### src/rtl/pc_seq_ctl.sv
// pc_seq_ctl: front-end sequencer for pc_gen and reg_array.
// Arbitrates between reset hold-off, pipeline stalls, interrupt entry and
// normal flow; owns the saved return PC and the in-service flag.

`ifndef PC_IGN
`define PC_IGN 4'd0
`endif
`ifndef PC_KEP
`define PC_KEP 4'd1
`endif
`ifndef PC_IRQ
`define PC_IRQ 4'd2
`endif
`ifndef PC_RST
`define PC_RST 4'd3
`endif

module pc_seq_ctl #(
  parameter int RST_CYCLES   = 4,
  parameter int FLUSH_CYCLES = 2
) (
  input  logic        clock,
  input  logic        rst,
  input  logic        stall_req,
  input  logic        irq_req,
  input  logic        irq_en,
  input  logic        branch_slot,
  input  logic        ret_req,
  input  logic [31:0] pc_i,
  output logic [3:0]  pc_prectl,
  output logic        rd_clk_cls,
  output logic [31:0] zz_spc,
  output logic        irq_ack,
  output logic        id_flush,
  output logic        in_svc
);

  typedef enum logic [1:0] {
    ST_RESET = 2'd0,
    ST_RUN   = 2'd1,
    ST_IRQ   = 2'd2,
    ST_FLUSH = 2'd3
  } state_t;

  localparam logic [7:0] RST_LOAD   = 8'(RST_CYCLES);
  localparam logic [7:0] FLUSH_LOAD = 8'(FLUSH_CYCLES);

  state_t      state_reg, state_next;
  logic [7:0]  cnt_reg, cnt_next;
  logic [31:0] spc_reg, spc_next;
  logic        svc_reg, svc_next;
  logic        take;

  // Interrupt entry is only allowed on a quiet, non-delay-slot RUN cycle,
  // so the saved PC always names a restartable instruction.
  assign take = irq_req & irq_en & ~svc_reg & ~branch_slot & ~stall_req & ~ret_req;

  // State, counter, saved PC and in-service flag; rst dominates everything.
  always_ff @(posedge clock) begin
    if (rst) begin
      state_reg <= ST_RESET;
      cnt_reg   <= RST_LOAD;
      spc_reg   <= 32'd0;
      svc_reg   <= 1'b0;
    end else begin
      state_reg <= state_next;
      cnt_reg   <= cnt_next;
      spc_reg   <= spc_next;
      svc_reg   <= svc_next;
    end
  end

  // Next-state logic. The reset counter runs down to zero (one RESET cycle
  // per count after rst drops); the flush counter leaves on its last count
  // so FLUSH lasts exactly FLUSH_CYCLES non-stalled cycles.
  always_comb begin
    state_next = state_reg;
    cnt_next   = cnt_reg;
    spc_next   = spc_reg;
    svc_next   = svc_reg;
    case (state_reg)
      ST_RESET: begin
        if (cnt_reg == 8'd0) begin
          state_next = ST_RUN;
        end else begin
          cnt_next = cnt_reg - 8'd1;
        end
      end
      ST_RUN: begin
        if (take) begin
          spc_next   = pc_i;
          svc_next   = 1'b1;
          state_next = ST_IRQ;
        end else if (ret_req && svc_reg) begin
          svc_next = 1'b0;
        end
      end
      ST_IRQ: begin
        state_next = ST_FLUSH;
        cnt_next   = FLUSH_LOAD;
      end
      ST_FLUSH: begin
        if (!stall_req) begin
          if (cnt_reg <= 8'd1) begin
            cnt_next   = 8'd0;
            state_next = ST_RUN;
          end else begin
            cnt_next = cnt_reg - 8'd1;
          end
        end
      end
      default: begin
        state_next = ST_RESET;
        cnt_next   = RST_LOAD;
      end
    endcase
  end

  // Output decode: only state and the live stall request, so stalls
  // take effect in the same cycle they are raised.
  always_comb begin
    pc_prectl  = `PC_IGN;
    rd_clk_cls = 1'b0;
    id_flush   = 1'b0;
    irq_ack    = 1'b0;
    case (state_reg)
      ST_RESET: begin
        pc_prectl  = `PC_RST;
        rd_clk_cls = 1'b1;
        id_flush   = 1'b1;
      end
      ST_RUN: begin
        pc_prectl  = stall_req ? `PC_KEP : `PC_IGN;
        rd_clk_cls = stall_req;
      end
      ST_IRQ: begin
        // The flush cancels the stalled instruction, so stall is ignored here.
        pc_prectl = `PC_IRQ;
        irq_ack   = 1'b1;
        id_flush  = 1'b1;
      end
      ST_FLUSH: begin
        pc_prectl  = stall_req ? `PC_KEP : `PC_IGN;
        rd_clk_cls = stall_req;
        id_flush   = 1'b1;
      end
      default: begin
        pc_prectl  = `PC_RST;
        rd_clk_cls = 1'b1;
        id_flush   = 1'b1;
      end
    endcase
  end

  assign zz_spc = spc_reg;
  assign in_svc = svc_reg;

endmodule

### config.mk
export PLATFORM = sky130hd
export DESIGN_NAME = pc_seq_ctl
export DESIGN_NICKNAME = d
export VERILOG_FILES = /design/src/rtl/pc_seq_ctl.sv
export SDC_FILE = /design/constraint.sdc
export NUM_CORES = 1
export LEC_CHECK = 0
export CORE_UTILIZATION = 38
export CTS_CLUSTER_DIAMETER = 40
export DETAILED_ROUTE_END_ITERATION = 10
export HOLD_SLACK_MARGIN = 0.12
export MAX_ROUTING_LAYER = met4
export PLACE_DENSITY = 0.83
export SYNTH_ARGS = -nofsm -noshare
export SYNTH_HDL_FRONTEND = slang
export SYNTH_SLANG_ARGS = --single-unit
export TNS_END_PERCENT = 5
### constraint.sdc
create_clock -name clock -period 2 [get_ports clock]
set_input_delay 0.4 -clock clock [delete_from_list [all_inputs] [get_ports clock]]
set_output_delay 0.4 -clock clock [all_outputs]
set_load 0.02 [all_outputs]
==> metrics.md <==
| Metric | Value |
|---|---|
| Synth Instances | `232` |
| Detailed Routing Iterations Pass 1 | `4` |
| Fin. max-slew vios | `0` |
| Drt wl/cell | `between 10 and 15 µm` |
| Power density cells | `1063 mW/mm²` |
| Clk buf depth | `2` |
| CTS Sinks | `43` |
| Initial antenna violation count | `0` |
| HP Class | `reg2reg` |
| Syn Area/Cell | `8.036 µm²` |
| Clk root buf | `clkbuf_8` |
| Total GRT Usage | `19.38%` |
| Chip width | `72.04 µm` |
| Final hold vios | `0` |
| Clk_lat worst skew | `0.29 ns` |
| Sequential element share of the synthesized area | `between 40% and 50%` |
| CTS tree | `done` |
| Max FFs per register | `32` |
| Detailed Route WL | `4856 µm` |
| VDD IR-drop max | `1122 µV` |
| Final period util | `99.85%` |
| Worst Skew | `0.005865 ns` |
| Grt ovf | `0` |
| Layout cells sized above 1 | `between 10% and 20%` |
| CP arrival | `2.14 ns` |
| Num CTS Buffers | `5` |
| CTS clk-pin slew, worst paths | `0.08 ns` |
| Dpl hpwl | `3470 µm` |
| Worst slew pin tran | `0.6092 ns` |
| Number of synthesized register bits | `43` |
| Critical path type | `reg2reg` |
| Vert. Die Dim | `72.04 µm` |
| ANT nets after route | `0` |
| Setup violators final | `0` |
| CP delay by family, top | `compound AO/OA/AOI/OAI gates` |
| Mux cell area share after synthesis | `0.5369%` |
| Final layout net count | `371` |
| Minimum clock period | `1.997 ns` |
| Starting Density | `39.47%` |
| Netlist Area Pre-Place | `0.001864 mm²` |
| WP data required | `2.14 ns` |
| Post-synthesis adder-cell area fraction | `approximately 4.7%` |
| Antenna Cells | `0` |
| Area added between synthesis and finish | `63.96%` |
| # Max-Cap Violations | `0` |
| First-pass GRT wire length | `7776 µm` |
| Relative slew margins | `59.26%` |
| Vias in the first global route | `1,765` |
| CP endpoint kind | `register` |
| Final Util | `roughly two thirds` |
| Post-Synth Simple-Gate Area | `24.23%` |
| Area of the core | `0.004723 mm²` |
| Crit path top cell by count | `a21oi_1` |
| Die ar. | `0.005190 mm²` |
| CP max stage delay | `0.56 ns` |
| Leak Pwr | `about 0.0011 µW` |
| Status | `finished clean` |
| H-Tree Depth | `2` |
| I/O pin count | `79` |
| IO buf count | `76` |
| Post-route DRC | `0` |
| Buf/Inv on CP | `1` |
| Synth warn | `0` |
| Setup TNS | `0 ns` |
| Fill cells | `around 400` |
| Vias | `1,879` |
| Yosys cell types | `33` |
| Row cnt | `25` |
| Highest clock rate | `500.7 MHz` |
| GPL Wtd Cong | `around 0.80` |
| CP max FO | `7` |
| Via density | `4.781` |
| Synth Area in XOR/XNOR | `0.9396%` |
| RSZ-0062 raised after global routing | `yes` |
| Crit path launch type | `register` |
| Largest net degree at the start of global routing | `31` |
| Cts hold-fix bufs | `0` |
| Post-synthesis compound-gate area fraction | `17.58%` |
| Main combinational cell family by area after synthesis | `simple AND/OR/NAND/NOR gates` |
| Initial DRC Count | `68` |
| Crit-path cells | `or4_4 > o41ai_4 > buf_4 > a21oi_1 > o21ai_0 > a21oi_1` |
| Slowest cell on crit path | `or4_4` |
-- Yosys cell counts --
| master | count | area, µm² |
|---|---|---|
| or3_2 | 1 | 7.510 |
| mux2i_1 | 1 | 10.01 |
| nor4_1 | 2 | 12.51 |
| a221o_1 | 1 | 10.01 |
| nor3_1 | 7 | 35.03 |
| a21oi_1 | 41 | 205.2 |
| or4_2 | 2 | 17.52 |
| o21ai_2 | 1 | 8.760 |
| o21a_1 | 1 | 7.510 |
| xnor2_1 | 1 | 8.760 |
| a211oi_1 | 4 | 30.03 |
| clkbuf_1 | 10 | 37.54 |
| nand2_1 | 71 | 266.5 |
| or2_2 | 2 | 12.51 |
| inv_1 | 8 | 30.03 |
| nor3_2 | 2 | 20.02 |
| o41ai_4 | 1 | 27.53 |
| or3b_1 | 1 | 8.760 |
| buf_4 | 3 | 22.52 |
| o21ai_0 | 6 | 30.03 |
| buf_6 | 1 | 11.26 |
| ha_1 | 7 | 87.58 |
| buf_1 | 1 | 3.750 |
| conb_1 | 1 | 3.750 |
| xor2_1 | 1 | 8.760 |
| nand2b_1 | 1 | 6.260 |
| nand3b_1 | 3 | 22.52 |
| o221ai_1 | 1 | 8.760 |
| nand4bb_1 | 1 | 11.26 |
| dfxtp_1 | 43 | 860.8 |
| nor2_1 | 4 | 15.01 |
| or4_4 | 1 | 11.26 |
| nand3_1 | 1 | 5.000 |
-- timing repair --
| action | 4_1_cts | 5_1_grt |
|---|---|---|
| setup buffers | 0 | 2 |
| setup endpoints to repair | 8 | 8 |
| gates resized for setup | 13 | 16 |
| pin swaps | 1 | 5 |
-- per-layer routing --
layer,share of wire (%),vias up,GRT usage (%)
met4,1.6,0,6.536
li1,-,956,-
met1,44,856,21.95
met5,0,-,-
met2,50,58,34.59
met3,4.4,9,3.333
-- stage by stage --
stage | power [µW] | hold WS, ns | worst slack (ns) | cells | instance area, µm²
detailed placement | 2470 | 0.4457 | -0.1488 | 383 | 2849
CTS | 3092 | 0.4574 | -0.04067 | 391 | 2969
finish | 3248 | 0.4553 | 0.002974 | 393 | 3057
global route | 3454 | 0.4828 | -0.08201 | 393 | 3057
floorplan | 1865 | 0.4540 | 0.005230 | 233 | 1871
global placement | 2436 | 0.4405 | -0.1539 | 383 | 2849
-- path summary, 6_finish.rpt --
| check | start | end | slack (ns) | cells past startpoint |
|---|---|---|---|---|
| hold / removal | zz_spc[13]$_SDFFE_PP0P_ | zz_spc[13]$_SDFFE_PP0P_ | 0.46 | 2 |
| setup reg to reg | cnt_reg[4]$_SDFFE_PP0P_ | cnt_reg[5]$_SDFFE_PP0P_ | 0.003 | 6 |
| hold reg to reg | zz_spc[13]$_SDFFE_PP0P_ | zz_spc[13]$_SDFFE_PP0P_ | 0.46 | 2 |
| setup / recovery | cnt_reg[4]$_SDFFE_PP0P_ | cnt_reg[5]$_SDFFE_PP0P_ | 0.003 | 6 |
-- area by class of cell --
| class | instances | area (µm²) | share of cell area (%) |
|---|---|---|---|
| Multi-Input combinational cell | 167 | 992.2 | 32.46 |
| Clock buffer | 7 | 96.34 | 3.152 |
| Clock inverter | 1 | 7.507 | 0.2456 |
| Timing Repair Buffer | 100 | 977.2 | 31.97 |
| Inverter | 8 | 30.03 | 0.9824 |
| Tap cell | 67 | 83.83 | 2.743 |
| Sequential cell | 43 | 869.6 | 28.45 |
-- cell families after synthesis --
group           count (synthesis)
flops                          43
xor+xnor                        2
simple gates                   99
compound gates                 56
buf+inv                        23
fa+ha+maj                       7
mux                             1
other cells                     1
-- tightest hold or removal path: stages (launching register included) --
cell and delay (ns):
dfxtp_1 0.31, nand2_1 0.05, a21oi_1 0.05
-- report_power, final --
group | switching [µW] | internal (µW) | total (µW)
clock | 281 | 314 | 595
combinational | 824 | 791 | 1610
sequential | 86.4 | 952 | 1040
total | 1190 | 2060 | 3250
-- layout by cell type (no fill, tap or decap), types with 2 or more instances in the layout --
cell,netlist,routed
a211oi_1,4,4
a21oi_1,41,40
buf_12,0,3
buf_4,3,20
clkbuf_8,0,7
clkdlybuf4s50_1,0,71
conb_1,1,2
dfxtp_1,43,40
dfxtp_4,0,2
dlygate4sd2_1,0,4
ha_1,7,2
ha_2,0,2
ha_4,0,3
inv_1,8,7
nand2_1,71,71
nand3b_1,3,3
nor2_1,4,3
nor3_1,7,7
nor3_2,2,2
nor4_2,0,2
o21ai_0,6,5
or2_2,2,2
or4_2,2,2
No activity file was read; power rests on OpenSTA's default activity.
